[src/rtl/de0_nano_rst_seq_if.sv]
// Signal bundle between the reset sequencer and the board/SoC side:
// asynchronous board inputs in, registered SoC resets and last-reset cause out.
interface de0_nano_rst_seq_if;
   logic       pll_locked_i;
   logic       btn_n_i;
   logic       wb_rst_o;
   logic       cpu_rst_o;
   logic [1:0] rst_cause_o;

   modport master (
      input  pll_locked_i,
      input  btn_n_i,
      output wb_rst_o,
      output cpu_rst_o,
      output rst_cause_o
   );

   modport slave (
      output pll_locked_i,
      output btn_n_i,
      input  wb_rst_o,
      input  cpu_rst_o,
      input  rst_cause_o
   );
endinterface

[src/rtl/de0_nano_rst_seq.sv]
// DE0-Nano reset sequencer: synchronizes PLL lock, debounces the button, then
// releases the Wishbone reset after a stretch and the CPU reset after a stagger.
module de0_nano_rst_seq #(
   parameter int unsigned SYNC_STAGES     = 2,
   parameter int unsigned DEBOUNCE_CYCLES = 240000,
   parameter int unsigned STRETCH_CYCLES  = 1024,
   parameter int unsigned STAGGER_CYCLES  = 16
) (
   input  logic               wb_clk_i,
   input  logic               rst_n_i,
   de0_nano_rst_seq_if.master rst_bus
);

   localparam int unsigned SEQ_MAX = (STRETCH_CYCLES > STAGGER_CYCLES) ? STRETCH_CYCLES
                                                                       : STAGGER_CYCLES;
   localparam int unsigned SEQ_W   = $clog2(SEQ_MAX + 1);
   localparam int unsigned DB_W    = $clog2(DEBOUNCE_CYCLES + 1);

   localparam logic [SEQ_W-1:0] STRETCH_LAST = SEQ_W'(STRETCH_CYCLES - 1);
   localparam logic [SEQ_W-1:0] STAGGER_LAST = SEQ_W'(STAGGER_CYCLES - 1);
   localparam logic [DB_W-1:0]  DB_LAST      = DB_W'(DEBOUNCE_CYCLES - 1);

   localparam logic [1:0] CAUSE_POR  = 2'b00;
   localparam logic [1:0] CAUSE_BTN  = 2'b01;
   localparam logic [1:0] CAUSE_LOCK = 2'b10;

   typedef enum logic [1:0] {
      WAIT_LOCK,
      STRETCH,
      STAGGER,
      RUN
   } state_t;

   logic [SYNC_STAGES-1:0] lock_sync;
   logic [SYNC_STAGES-1:0] btn_sync;
   logic                   lock_s;
   logic                   btn_s;

   logic                   btn_db;
   logic [DB_W-1:0]        db_cnt;
   logic                   pressed;

   state_t                 state_q;
   state_t                 state_nxt;
   logic [SEQ_W-1:0]       seq_q;
   logic [SEQ_W-1:0]       seq_nxt;
   logic [1:0]             cause_q;
   logic [1:0]             cause_nxt;
   logic                   wb_rst_q;
   logic                   cpu_rst_q;

   // Lock resets to "not locked", button to "released" (pad is active-low).
   always_ff @(posedge wb_clk_i or negedge rst_n_i) begin
      if (!rst_n_i) begin
         lock_sync <= '0;
         btn_sync  <= '1;
      end else begin
         lock_sync <= {lock_sync[SYNC_STAGES-2:0], rst_bus.pll_locked_i};
         btn_sync  <= {btn_sync[SYNC_STAGES-2:0], rst_bus.btn_n_i};
      end
   end

   assign lock_s = lock_sync[SYNC_STAGES-1];
   assign btn_s  = btn_sync[SYNC_STAGES-1];

   always_ff @(posedge wb_clk_i or negedge rst_n_i) begin
      if (!rst_n_i) begin
         btn_db <= 1'b1;
         db_cnt <= '0;
      end else if (btn_s == btn_db) begin
         db_cnt <= '0;
      end else if (db_cnt == DB_LAST) begin
         btn_db <= btn_s;
         db_cnt <= '0;
      end else begin
         db_cnt <= db_cnt + 1'b1;
      end
   end

   assign pressed = ~btn_db;

   always_comb begin
      state_nxt = state_q;
      seq_nxt   = '0;
      cause_nxt = cause_q;

      case (state_q)
         WAIT_LOCK: begin
            if (lock_s && !pressed) state_nxt = STRETCH;
         end
         STRETCH: begin
            if (seq_q == STRETCH_LAST) state_nxt = STAGGER;
            else                       seq_nxt   = seq_q + 1'b1;
         end
         STAGGER: begin
            if (seq_q == STAGGER_LAST) state_nxt = RUN;
            else                       seq_nxt   = seq_q + 1'b1;
         end
         RUN: begin
            state_nxt = RUN;
         end
         default: begin
            state_nxt = WAIT_LOCK;
         end
      endcase

      // Aborts override normal progress; lock loss takes priority over the button.
      if (state_q != WAIT_LOCK) begin
         if (!lock_s) begin
            state_nxt = WAIT_LOCK;
            seq_nxt   = '0;
            cause_nxt = CAUSE_LOCK;
         end else if (pressed) begin
            state_nxt = WAIT_LOCK;
            seq_nxt   = '0;
            cause_nxt = CAUSE_BTN;
         end
      end
   end

   // Resets are registered from the next state so they change on the same edge as the FSM.
   always_ff @(posedge wb_clk_i or negedge rst_n_i) begin
      if (!rst_n_i) begin
         state_q   <= WAIT_LOCK;
         seq_q     <= '0;
         cause_q   <= CAUSE_POR;
         wb_rst_q  <= 1'b1;
         cpu_rst_q <= 1'b1;
      end else begin
         state_q   <= state_nxt;
         seq_q     <= seq_nxt;
         cause_q   <= cause_nxt;
         wb_rst_q  <= (state_nxt == WAIT_LOCK) || (state_nxt == STRETCH);
         cpu_rst_q <= (state_nxt != RUN);
      end
   end

   assign rst_bus.wb_rst_o    = wb_rst_q;
   assign rst_bus.cpu_rst_o   = cpu_rst_q;
   assign rst_bus.rst_cause_o = cause_q;

   cpu_implies_bus_release: assert property (
      @(posedge wb_clk_i) disable iff (!rst_n_i) !cpu_rst_q |-> !wb_rst_q
   );

endmodule

[src/flat_wrapper.sv]
// flat-port wrapper written by rule: the top's interface ports become plain ports
module de0_nano_rst_seq_flat 
#(
   parameter int unsigned SYNC_STAGES     = 2,
   parameter int unsigned DEBOUNCE_CYCLES = 240000,
   parameter int unsigned STRETCH_CYCLES  = 1024,
   parameter int unsigned STAGGER_CYCLES  = 16
)
  (wb_clk_i, rst_n_i, rst_bus_pll_locked_i, rst_bus_btn_n_i, rst_bus_wb_rst_o, rst_bus_cpu_rst_o, rst_bus_rst_cause_o);
  de0_nano_rst_seq_if rst_bus_i ();
  input  logic wb_clk_i;
  input  logic rst_n_i;
  input wire logic [$bits(rst_bus_i.pll_locked_i)-1:0] rst_bus_pll_locked_i;
  input wire logic [$bits(rst_bus_i.btn_n_i)-1:0] rst_bus_btn_n_i;
  output wire logic [$bits(rst_bus_i.wb_rst_o)-1:0] rst_bus_wb_rst_o;
  output wire logic [$bits(rst_bus_i.cpu_rst_o)-1:0] rst_bus_cpu_rst_o;
  output wire logic [$bits(rst_bus_i.rst_cause_o)-1:0] rst_bus_rst_cause_o;
  assign rst_bus_i.pll_locked_i = rst_bus_pll_locked_i;
  assign rst_bus_i.btn_n_i = rst_bus_btn_n_i;
  assign rst_bus_wb_rst_o = rst_bus_i.wb_rst_o;
  assign rst_bus_cpu_rst_o = rst_bus_i.cpu_rst_o;
  assign rst_bus_rst_cause_o = rst_bus_i.rst_cause_o;
  de0_nano_rst_seq #(.SYNC_STAGES(SYNC_STAGES), .DEBOUNCE_CYCLES(DEBOUNCE_CYCLES), .STRETCH_CYCLES(STRETCH_CYCLES), .STAGGER_CYCLES(STAGGER_CYCLES)) u_core (.wb_clk_i(wb_clk_i), .rst_n_i(rst_n_i), .rst_bus(rst_bus_i));
endmodule
[config.mk]
export PLATFORM = sky130hd
export DESIGN_NAME = de0_nano_rst_seq_flat
export DESIGN_NICKNAME = d
export VERILOG_FILES = /design/src/rtl/de0_nano_rst_seq_if.sv /design/src/rtl/de0_nano_rst_seq.sv /design/src/flat_wrapper.sv
export SDC_FILE = /design/constraint.sdc
export NUM_CORES = 1
export LEC_CHECK = 0
export CAP_MARGIN = 40
export CORE_MARGIN = 2
export CORE_UTILIZATION = 38
export DETAILED_ROUTE_END_ITERATION = 7
export PLACE_DENSITY_LB_ADDON = 0.25
export SYNTH_ARGS = -nofsm -noshare
export SYNTH_HDL_FRONTEND = slang
export SYNTH_SLANG_ARGS = --single-unit
export TNS_END_PERCENT = 1
[constraint.sdc]
create_clock -name wb_clk_i -period 1.6 [get_ports wb_clk_i]
set_clock_uncertainty 0.15 [all_clocks]
set_input_delay 0.32 -clock wb_clk_i [delete_from_list [all_inputs] [get_ports wb_clk_i]]
set_output_delay 0.32 -clock wb_clk_i [all_outputs]
set_load 0.02 [all_outputs]
## After elaboration in Yosys (flattened, before gate mapping)

Cells that the tools add are included.

| cells by class | value |
|---|---|
| multipliers | 0 |
| mux-type cells | 17 |
| shift operators | 0 |
| add/subtract/negate cells | 2 |
| div/mod/pow operators | 0 |
| bitwise logic cells | 1 |
| reduce and logical (&&, ||, !) cells | 7 |
| equality and inequality tests | 10 |
| $lt $le $gt $ge | 0 |

Operators with widths:

| operator | count |
|---|---|
| 11-bit two-way mux | 5 |
| 18-bit two-way mux | 2 |
| 11-bit one-hot mux with 2 select lines | 1 |
| 18-bit by 1-bit adder with 18-bit output (second input constant) | 1 |
| 18-bit == test (second input constant) | 1 |
| 2-bit two-way mux | 8 |
| 11-bit by 1-bit adder with 11-bit output (second input constant) | 1 |
| 11-bit by 10-bit == test with 1-bit output (second input constant) | 1 |
| 11-bit by 4-bit == test with 1-bit output (second input constant) | 1 |
| 2-bit one-hot mux with 4 select lines | 1 |
| 2-bit by 1-bit == test with 1-bit output (second input constant) | 2 |
| 2-bit == test (second input constant) | 2 |
| 2-bit logical NOT | 2 |
| 2-bit inequality test (second input constant) | 2 |
| 2-bit AND reduction | 2 |
| 2-bit nonzero test | 1 |
| 1-bit == test | 1 |
| 1-bit logical AND | 1 |
| 1-bit logical OR | 1 |
| 1-bit inverter | 1 |

| word-level totals | value |
|---|---|
| RAM bits | 0 |
| register bits | 40 |
| bits of input ports | 4 |
| memories kept | 0 |
| bits in latches | 0 |
| memory bits (read-only) | 0 |
| logic and storage cells | 46 |

## Logic depth before layout (Yosys ltp)

Gate-level depths: netlist of run 1.

| logic depth | value |
|---|---|
| word-level depth | 8 |
| depth in mapped cells | 7 |
| gate-level depth less buffers | 6 |

## Worst setup path before layout of run 1

No wires, ideal clock.

| path | value |
|---|---|
| kind | flip-flop to flip-flop |
| from | reg u_core.db_cnt[0] |
| to | reg u_core.db_cnt[13] |
| path slack | -0.223 ns |
| library setup time | 0.071 ns |
| cell stages (with the launch flop) | 8 |
| buffers on the path | 2 |
| arrival time | 1.601 ns |
| required time | 1.379 ns |
| clock period less this slack | 1.823 ns |
| path through | dfrtp_1 -> ha_1 -> and2_1 -> and2_1 -> a41o_1 -> buf_4 -> buf_4 -> nor2_1 |

| between the ends | value |
|---|---|
| cells in the longest elaborated chain, start to end | 3 |
| elaborated cells between the ends (all ways) | 4 |

Ends and longest elaborated chain:

| what | RTL line | text |
|---|---|---|
| start, declared | de0_nano_rst_seq.sv:40 | `logic [DB_W-1:0] db_cnt;` |
| start signal, assigned | de0_nano_rst_seq.sv:76 | `db_cnt <= db_cnt + 1'b1;` |
| 18-bit by 1-bit adder with 18-bit output / 18-bit == test (equally long branches) | de0_nano_rst_seq.sv:76, de0_nano_rst_seq.sv:72 |  |
| 18-bit two-way mux * | de0_nano_rst_seq.sv:72 | `end else if (db_cnt == DB_LAST) begin` |
| 18-bit two-way mux * | de0_nano_rst_seq.sv:70 | `end else if (btn_s == btn_db) begin` |

Mark *: on every way between the ends. The rest lies on a longest branch, timed or not.
A chain may end at the register's enable or synchronous reset.

## Final worst setup path of run 1

| path | value |
|---|---|
| from | reg u_core.seq_q[4] |
| to | reg u_core.seq_q[1] |

| between the ends | value |
|---|---|
| cells in the longest elaborated chain, start to end | 6 |
| elaborated cells between the ends (all ways) | 8 |

Ends and longest elaborated chain:

| what | RTL line | text |
|---|---|---|
| start, declared | de0_nano_rst_seq.sv:45 | `logic [SEQ_W-1:0] seq_q;` |
| start signal, assigned | de0_nano_rst_seq.sv:131 | `seq_q <= seq_nxt;` |
| 11-bit by 4-bit == test with 1-bit output / 11-bit by 10-bit == test with 1-bit output (equally long branches) | de0_nano_rst_seq.sv:96, de0_nano_rst_seq.sv:92 |  |
| 11-bit two-way mux, on equally long branches | de0_nano_rst_seq.sv:96, de0_nano_rst_seq.sv:92 |  |
| 11-bit one-hot mux with 2 select lines * | de0_nano_rst_seq.sv:87 | `case (state_q)` |
| 11-bit two-way mux | de0_nano_rst_seq.sv:113 | `end else if (pressed) begin` |
| 11-bit two-way mux | de0_nano_rst_seq.sv:109 | `if (!lock_s) begin` |
| 11-bit two-way mux * | de0_nano_rst_seq.sv:108 | `if (state_q != WAIT_LOCK) begin` |
| net u_core.seq_nxt[1] | de0_nano_rst_seq.sv:46 | `logic [SEQ_W-1:0] seq_nxt;` |

The timed path passes the listed nets; every way through them passes the cells marked *.

==> results.json, run 1 <==
{
  "status": "complete, but fails checks",
  "violations": "negative setup slack",
  "finalCritPeriodShare_pct": 108,
  "syn-instance-count": 193,
  "r2r_start": "u_core.seq_q[4]$_DFF_PN0_",
  "die_y_um": 76.6,
  "grt_pass1_wl_um": 7160,
  "tritoncts": "built",
  "gp_congestion": 0.826,
  "ys.flop_type": "dfrtp_1",
  "syn_nets": 203,
  "root_buffer": "clkbuf_8",
  "clkLatencyLatePin_ps": 300,
  "drt-initial-drc-count": 31,
  "die_area_um2": 5860,
  "synthArstFlopShare_pct": 100,
  "synth.distinct_cells": 43,
  "cp_data_required_time_ps": 1620,
  "worstSetupEndpoint": "u_core.seq_q[1]$_DFF_PN0_",
  "post-route-min-period_ps": 1730,
  "clk_pin_slew_ps": 80,
  "reg2reg_to": "u_core.seq_q[1]$_DFF_PN0_",
  "htreeDepth": 2,
  "clock-sinks": 40,
  "tns_ps": -859,
  "detail_route.vias_per_cell": 4.87,
  "firstDrtPassIters": 4,
  "postLayoutSetupSlackWorst_ps": -128,
  "io_buffers": 7,
  "cellLeakagePower_nw": 1.19,
  "seq_area_frac_synth_pct": 50.3,
  "cp_max_fo": 8,
  "max_slew_margin_pct": 69.4,
  "rsz0062_at_grt": "true",
  "p_total_mw": 1.94,
  "via_count": 1583,
  "ys_seq_elements": 40,
  "wirelength_um": 4060,
  "cp-startpoint": "u_core.seq_q[4]$_DFF_PN0_",
  "reg2reg_depth": 4,
  "reg2reg_setup_slack_ps": -130,
  "synth-edff-count": 0,
  "first_global_vias": 1604,
  "syn_avg_cell_area_um2": 10.4,
  "final_area_um2": 2740,
  "grt_max_degree": 22,
  "setup_viol": 11,
  "maxCapViolCount": 0,
  "cts_buffers": 5,
  "cts_buffer_depth": 2,
  "post_dp_cell_area_um2": 2540,
  "hold_start": "u_core.btn_sync[0]$_DFF_PN1_",
  "crit_path_end_kind": "register",
  "peakVddDrop_mv": 0.403,
  "dieWidth_um": 76.6,
  "diodes": 0,
  "initial_core_util_pct": 39.2,
  "drv_slew": 0,
  "grt_use_total_pct": 15.0,
  "yosys_warnings": 0,
  "antenna_left": 0,
  "drive_gt1_share_pct": 38.0,
  "crit_type": "reg -> reg",
  "hp-class": "reg -> reg",
  "rows": 26,
  "worst_ep_arrival_time_ps": 1750,
  "power_density_nw_per_um2": 709,
  "syn2layout_area_growth_pct": 36.9,
  "hold_viol": 0,
  "tightest_slew_ps": 459,
  "drcViolationCount": 0,
  "layout.nets": 264,
  "overflow": 0,
  "avgRoutedWirePerCell_um": 12.5,
  "crit_path_start_kind": "register",
  "final_cell_mix": "buf_4 (51), dfrtp_1 (35), nor2_1 (22), nand3_1 (15)",
  "antenna_found_initial": 0,
  "layout_commonest_cell": "buf_4",
  "hpwlAfterDp_um": 2910,
  "achievable-frequency_mhz": 579,
  "ios": 8,
  "core_area_um2": 5110,
  "detailedPlace.worstSlack_ps": -113,
  "syn_area_um2": 2000
}
area by class of cell:
cell class | instances | area [µm²]
fill | 460 | 2370
multi-input combinational | 141 | 1030
sequential | 40 | 1010
timing repair buffer | 61 | 485
tap | 70 | 87.6
clock buffer | 5 | 68.8
clock inverter | 3 | 42.5
inverter | 5 | 18.8
through the flow:
stage / hold WS, ps / utilization, % / cells
after floorplan: -126 / - / 193
after global placement: 147 / 49.8 / 312
after detailed placement: 153 / 49.8 / 312
after CTS: 212 / 52.4 / 321
after global routing: 216 / 53.7 / 325
final: 210 / 53.7 / 325
critical path, cell delays in order, from the launching register on:
cell and delay [ps]:
dfrtp_1 410, nand3_2 100, or4_4 560, a22oi_4 290, nor2b_1 100
sequential cells by signal, summed over array words and instances (netlist names):
register                    count
u_core.btn_db                   1
u_core.btn_sync                 2
u_core.db_cnt                  18
u_core.lock_sync                2
u_core.rst_bus.cpu_rst_o        1
u_core.rst_bus.rst_cause_o      2
u_core.rst_bus.wb_rst_o         1
u_core.seq_q                   11
u_core.state_q                  2
cells in the mapped netlist (all sizes together) (2+ instances only):
cell | n | area [µm²]
xor2 | 11 | 96.3
nand2 | 11 | 41.3
buf | 3 | 20.0
ha | 6 | 75.1
or3 | 2 | 12.5
a31oi | 2 | 12.5
and3 | 4 | 25.0
nor3 | 5 | 25.0
nand3 | 16 | 80.1
or4 | 2 | 22.5
or2 | 2 | 15.0
nand4 | 6 | 50.0
a21oi | 3 | 18.8
and2 | 3 | 18.8
dfrtp | 35 | 876
o22a | 2 | 17.5
dfstp | 5 | 131
clkbuf | 4 | 15.0
inv | 5 | 18.8
o21ai | 6 | 30.0
nor2 | 26 | 97.6
o31ai | 3 | 36.3
and4 | 2 | 17.5
o21a | 2 | 15.0
nor4 | 5 | 31.3
xnor2 | 11 | 96.3
cells by family after synthesis:
logic type               Yosys count  share of synthesized area, %
flip-flops                        40                          50.3
multiplexers                       1                         0.562
XOR/XNOR                          22                          9.62
buffers and inverters             12                          2.69
adder cells (fa/ha/maj)            6                          3.75
AND/OR/NAND/NOR                   88                          23.3
AO/OA/AOI/OAI                     24                          9.75
power breakdown:
| group | switching, mW | internal (mW) | leakage [nW] |
|---|---|---|---|
| Sequential | 0.00932 | 1.02 | 0.534 |
| Combinational | 0.0433 | 0.0377 | 0.597 |
| Clock | 0.369 | 0.462 | 0.0541 |
| Total | 0.421 | 1.52 | 1.19 |
how the worst min path moves through the flow:
| stage | end | slack [ps] | cells after the start |
|---|---|---|---|
| 2_1_floorplan | u_core.db_cnt[0]$_DFF_PN0_ | -130 | 0 |
| 3_3_place_gp | u_core.db_cnt[7]$_DFF_PN0_ | 150 | 1 |
| 3_5_place_dp | u_core.db_cnt[7]$_DFF_PN0_ | 150 | 1 |
| 4_1_cts | u_core.btn_sync[1]$_DFF_PN1_ | 210 | 0 |
| 5_1_grt | u_core.btn_sync[1]$_DFF_PN1_ | 220 | 0 |
| 6_report | u_core.btn_sync[1]$_DFF_PN1_ | 210 | 0 |
repair_timing:
| item | in CTS | in global routing |
|---|---|---|
| hold endpoints to repair | 14 | 0 |
| resized for setup | 11 | 12 |
| hold buffers | 1 | 0 |
| setup buffers | 0 | 4 |
| setup endpoints to repair | 21 | 35 |
| pin swaps | 3 | 11 |
layer usage:
layer / GRT usage, % / vias up / routed length (µm)
met4: 6.00 / 0 / 82
met2: 24.2 / 14 / 2010
met1: 19.8 / 763 / 1880
met3: 2.96 / 9 / 91
li1: - / 797 / -
met5: 0 / - / 0
(Power assumes the default switching activity.)
==> run 2, diff against run 1 <==
TNS_END_PERCENT = default   (was 1)
==> run 2 against run 1 <==
Compared with the run above:
- the run still ends with negative setup slack left
- final cell count up 0.31%
- sequential share of layout area decreased by 2.5 points
- worst hold slack worse by 1.4 ps
- worst setup slack better by 17 ps
- global-route usage increased by 0.83 points
- core utilization grew 4.1 points
- largest cell class unchanged
- highest routed layer unchanged
==> results.json, run 2 (synthesis gave the netlist of run 1 again) <==
{
  "tritoncts": "built",
  "cts_buffers": 5,
  "die_y_um": 76.6,
  "core_area_um2": 5110,
  "cp_data_required_time_ps": 1620,
  "slowest_delay_ps": 460,
  "drv_slew": 0,
  "violations": "negative setup slack",
  "hold_start": "u_core.lock_sync[0]$_DFF_PN0_",
  "tns_ps": -1980,
  "power.switching_mw": 0.420,
  "r2r_start": "u_core.seq_q[1]$_DFF_PN0_",
  "ios": 8,
  "clk_pin_slew_ps": 80,
  "drcViolationCount": 0,
  "hold_ws_ps": 209,
  "wirelength_um": 4470,
  "cp-startpoint": "u_core.seq_q[1]$_DFF_PN0_",
  "clkLatencyLatePin_ps": 290,
  "tightest_slew_ps": 382,
  "top_regs": "u_core.db_cnt (18), u_core.seq_q (11)",
  "post-route-min-period_ps": 1710,
  "reg2reg_setup_slack_ps": -110,
  "layout.nets": 265,
  "largest_reg_flops": 18,
  "p_int_mw": 1.70,
  "p_total_mw": 2.12,
  "worst_ep_arrival_time_ps": 1730,
  "switching_share_pct": 19.9,
  "dieWidth_um": 76.6,
  "final_cell_mix": "buf_4 (50), dfrtp_1 (34), nand3_1 (15), nor2_4 (12)",
  "hpwlAfterDp_um": 3070,
  "htreeDepth": 2,
  "maxCapViolCount": 0,
  "peakVddDrop_mv": 0.321,
  "worstSetupEndpoint": "u_core.seq_q[0]$_DFF_PN0_",
  "crit_type": "reg -> reg",
  "finalCritPeriodShare_pct": 107,
  "root_buffer": "clkbuf_8",
  "postLayoutSetupSlackWorst_ps": -111,
  "grt_max_degree": 32,
  "crit_path_end_kind": "register",
  "combPwrFrac_pct": 5.1,
  "post-place-cells": 311,
  "drt-initial-drc-count": 59,
  "avgRoutedWirePerCell_um": 13.7,
  "cellLeakagePower_nw": 1.20,
  "grt_use_total_pct": 15.8,
  "cts_buffer_depth": 2,
  "reg2reg_depth": 5,
  "use_met1_pct": 20.9,
  "clock-sinks": 40,
  "reg2reg_to": "u_core.seq_q[0]$_DFF_PN0_",
  "layout_commonest_cell": "buf_4",
  "rsz0062_at_grt": "true",
  "setup_viol": 29,
  "antenna_found_initial": 0,
  "gp_congestion": 0.795,
  "pwr-share-clk_pct": 46.1,
  "crit_slowest_cell": "or4_4",
  "first_global_vias": 1643,
  "firstDrtPassIters": 4,
  "busiest_layer": "met2",
  "cp_max_fo": 8,
  "initial_core_util_pct": 39.2,
  "power_density_nw_per_um2": 718,
  "grt_pass1_wl_um": 7490,
  "drive_gt1_share_pct": 45.7,
  "overflow": 0,
  "achievable-frequency_mhz": 584,
  "max_slew_margin_pct": 74.3,
  "via_count": 1625,
  "detailedPlace.worstSlack_ps": -132,
  "status": "complete, but fails checks",
  "io_buffers": 7,
  "syn2layout_area_growth_pct": 47.3,
  "hold_viol": 0,
  "diodes": 0,
  "detail_route.vias_per_cell": 4.98,
  "fin_cells": 326,
  "antenna_left": 0,
  "crit_path_start_kind": "register",
  "die_area_um2": 5860,
  "largest-register": "u_core.db_cnt",
  "p_seq_share_pct": 48.8,
  "rows": 26,
  "gr-usage-met3_pct": 3.55,
  "use_met2_pct": 25.8,
  "worstPathCellList": "ha_4, nand2_2, or4_4, a22oi_4, nor2_1",
  "hp-class": "reg -> reg"
}
==> run 2: cell types whose count changed in the layout (fill, tap and decap cells not counted), moves of 2 or more <==
cell and change:
nor4_2 +2, nor4_1 -3, nor2_1 -11, ha_1 -2, buf_8 +2, nor2_4 +12
==> run 2: worst min path at each step <==
stage | endpoint | slack (ps) | cells after the start
final | u_core.lock_sync[1]$_DFF_PN0_ | 210 | 0
after floorplan | u_core.db_cnt[0]$_DFF_PN0_ | -130 | 0
after global placement | u_core.db_cnt[10]$_DFF_PN0_ | 50 | 1
after global routing | u_core.lock_sync[1]$_DFF_PN0_ | 210 | 0
after CTS | u_core.lock_sync[1]$_DFF_PN0_ | 210 | 0
after detailed placement | u_core.db_cnt[10]$_DFF_PN0_ | 50 | 1
==> run 2: cell type report <==
| cell class | count | area (µm²) |
|---|---|---|
| Timing Repair Buffer | 62 | 508 |
| Clock buffer | 6 | 72.6 |
| Multi-Input combinational cell | 141 | 1190 |
| Sequential cell | 40 | 1010 |
| Inverter | 5 | 18.8 |
| Fill cell | 434 | 2160 |
| Tap cell | 70 | 87.6 |
| Clock inverter | 2 | 60.1 |
==> run 2: worst max-delay path, delay by kind of cell (launching register included) <==
kind / cells / cell delay (ps)
simple gates: 3 / 590
fa+ha+maj: 1 / 160
compound gates: 1 / 270
flops: 1 / 410
==> run 2: what timing repair did <==
action | 4_1_cts | 5_1_grt
setup endpoints to repair | 25 | 35
endpoints found under the hold margin | 9 | 0
setup buffers | 2 | 3
gates resized for setup | 26 | 40
pin swaps | 12 | 8
hold buffers | 1 | 0
cloned | 1 | 0
==> run 2: power by group through the flow <==
stage / logic, mW / clock network, mW / registers (mW)
after floorplan: 0.0253 / 0 / 1.05
after global placement: 0.0746 / 0 / 1.05
after detailed placement: 0.0762 / 0 / 1.05
after CTS: 0.0873 / 1.00 / 1.03
after global routing: 0.120 / 1.05 / 1.03
final: 0.107 / 0.976 / 1.03
==> run 2: metal layers <==
layer  routed length, µm  vias to the layer above
li1                    -                      801
met1                2060                      804
met2                2290                       18
met3                  96                        2
met4                  28                        0
met5                   0                        -
==> run 2: stage by stage <==
step                util [%]  area (µm²)
floorplan                  -        2060
global placement        49.7        2540
detailed placement      49.7        2540
CTS                     54.3        2780
global route            57.7        2950
finish                  57.7        2950
==> run 3, diff against run 2 <==
REMOVE_ABC_BUFFERS = 1   (was default)
==> run 3 against run 2 <==
Compared with the run above:
- the flow still finishes with violations (negative setup slack)
- first-iteration DRC count increased by 29%
- worst hold slack improved by 1.1 ps
- total power shrank 4.3%
- clock power is 10% lower
- sequential share of layout area is 0.70 points lower
- critical path type unchanged
- largest cell class unchanged
- largest power group unchanged
==> results.json, run 3 (synthesis gave the netlist of run 1 again) <==
{
  "grt_max_degree": 27,
  "root_buffer": "clkbuf_8",
  "status": "complete, but fails checks",
  "initial_core_util_pct": 39.2,
  "final_cell_mix": "buf_4 (56), dfrtp_1 (29), nand3_1 (16), nor2_4 (14)",
  "power_density_nw_per_um2": 668,
  "p_seq_share_pct": 50.9,
  "crit_path_end_kind": "register",
  "drv_slew": 0,
  "tritoncts": "built",
  "first_global_vias": 1616,
  "overflow": 0,
  "grt_use_total_pct": 16.8,
  "htreeDepth": 2,
  "io_buffers": 7,
  "crit_type": "reg -> reg",
  "clock-sinks": 40,
  "max_slew_margin_pct": 76.2,
  "avgRoutedWirePerCell_um": 13.7,
  "p_total_mw": 2.02,
  "via_count": 1633,
  "drcViolationCount": 0,
  "top_regs": "u_core.db_cnt (18), u_core.seq_q (11)",
  "rows": 26,
  "ios": 8,
  "detail_route.vias_per_cell": 4.92,
  "post-route-min-period_ps": 1730,
  "p_int_mw": 1.59,
  "clk_pin_slew_ps": 80,
  "setup_viol": 28,
  "grt_pass1_wl_um": 7650,
  "combPwrFrac_pct": 5.8,
  "tns_ps": -1440,
  "wirelength_um": 4550,
  "antenna_found_initial": 0,
  "finalCritPeriodShare_pct": 108,
  "layout.nets": 271,
  "drive_gt1_share_pct": 50.0,
  "cts_buffers": 5,
  "die_area_um2": 5860,
  "largest_reg_flops": 18,
  "gp_congestion": 0.848,
  "tightest_slew_ps": 358,
  "hp-class": "reg -> reg",
  "drt-initial-drc-count": 76,
  "syn2layout_area_growth_pct": 51.3,
  "violations": "negative setup slack",
  "cp_data_required_time_ps": 1630,
  "largest-register": "u_core.db_cnt",
  "cellLeakagePower_nw": 1.23,
  "firstDrtPassIters": 4,
  "peakVddDrop_mv": 0.423,
  "maxCapViolCount": 0,
  "achievable-frequency_mhz": 577,
  "core_area_um2": 5110,
  "worst_ep_arrival_time_ps": 1760,
  "power.switching_mw": 0.437,
  "pwr-share-clk_pct": 43.3,
  "cts_buffer_depth": 2,
  "die_y_um": 76.6,
  "hold_viol": 0,
  "cp_max_fo": 8,
  "postLayoutSetupSlackWorst_ps": -133,
  "diodes": 0,
  "rsz0062_at_grt": "true",
  "hpwlAfterDp_um": 3140,
  "clkLatencyLatePin_ps": 300,
  "switching_share_pct": 21.6,
  "antenna_left": 0,
  "crit_path_start_kind": "register",
  "layout_commonest_cell": "buf_4",
  "dieWidth_um": 76.6
}
-- run 3: layout make-up --
type                       count  area [µm²]
clock buffer                   6        82.6
clock inverter                 2        38.8
fill                         421        2080
inverter                       5        18.8
multi-input combinational    141        1200
sequential                    40        1010
tap                           70        87.6
timing repair buffer          68         583
-- run 3: worst paths after layout --
path,slack (ps),cells past startpoint,endpoint,from
max,-130,4,u_core.seq_q[3]$_DFF_PN0_,u_core.seq_q[5]$_DFF_PN0_
min,210,0,u_core.btn_sync[1]$_DFF_PN1_,u_core.btn_sync[0]$_DFF_PN1_
max reg2reg,-130,4,u_core.seq_q[3]$_DFF_PN0_,u_core.seq_q[5]$_DFF_PN0_
min reg2reg,210,0,u_core.btn_sync[1]$_DFF_PN1_,u_core.btn_sync[0]$_DFF_PN1_
max in group asynchronous,460,3,u_core.rst_bus.wb_rst_o$_DFF_PN1_,rst_n_i
min in group asynchronous,320,2,u_core.db_cnt[2]$_DFF_PN0_,rst_n_i
-- run 3: per-layer routing --
layer / track usage, % / up-vias / part of all wire (%)
li1: - / 814 / -
met1: 21.2 / 799 / 46
met2: 26.5 / 14 / 50
met3: 5.57 / 6 / 2.4
met4: 6.91 / 0 / 1.6
met5: 0 / - / 0
-- run 3: power groups by stage --
stage | Sequential [mW] | Clock [mW] | Combinational [mW]
after global placement | 1.05 | 0 | 0.0804
final | 1.03 | 0.876 | 0.118
after detailed placement | 1.05 | 0 | 0.0822
after CTS | 1.03 | 0.914 | 0.102
after global routing | 1.03 | 0.967 | 0.130
after floorplan | 1.05 | 0 | 0.0172
-- run 3: critical path: stages, from the launching register on --
cell	delay [ps]
dfrtp_1	400
nand4_2	130
or4_4	570
a22oi_4	280
nor2_1	90
-- run 3: what timing repair did --
item                                   4_1_cts  5_1_grt
setup buffers                                0        4
hold buffers                                 1        0
setup endpoints to repair                   35       34
resized for setup                           26       52
pin swaps                                   19       18
endpoints found under the hold margin       14        0
cloned                                       1        0
-- run 3: metrics by stage --
step                      utilization [%]  instances  hold slack (ps)  instance area [µm²]  setup WS (ps)
after floorplan                         -        186             -126                 1970           -153
after global placement               50.1        318             99.2                 2560           -103
after detailed placement             50.1        318              107                 2560           -140
after CTS                            54.7        328              212                 2790           -106
after global routing                 59.3        332              218                 3030           -196
final                                59.3        332              210                 3030           -133
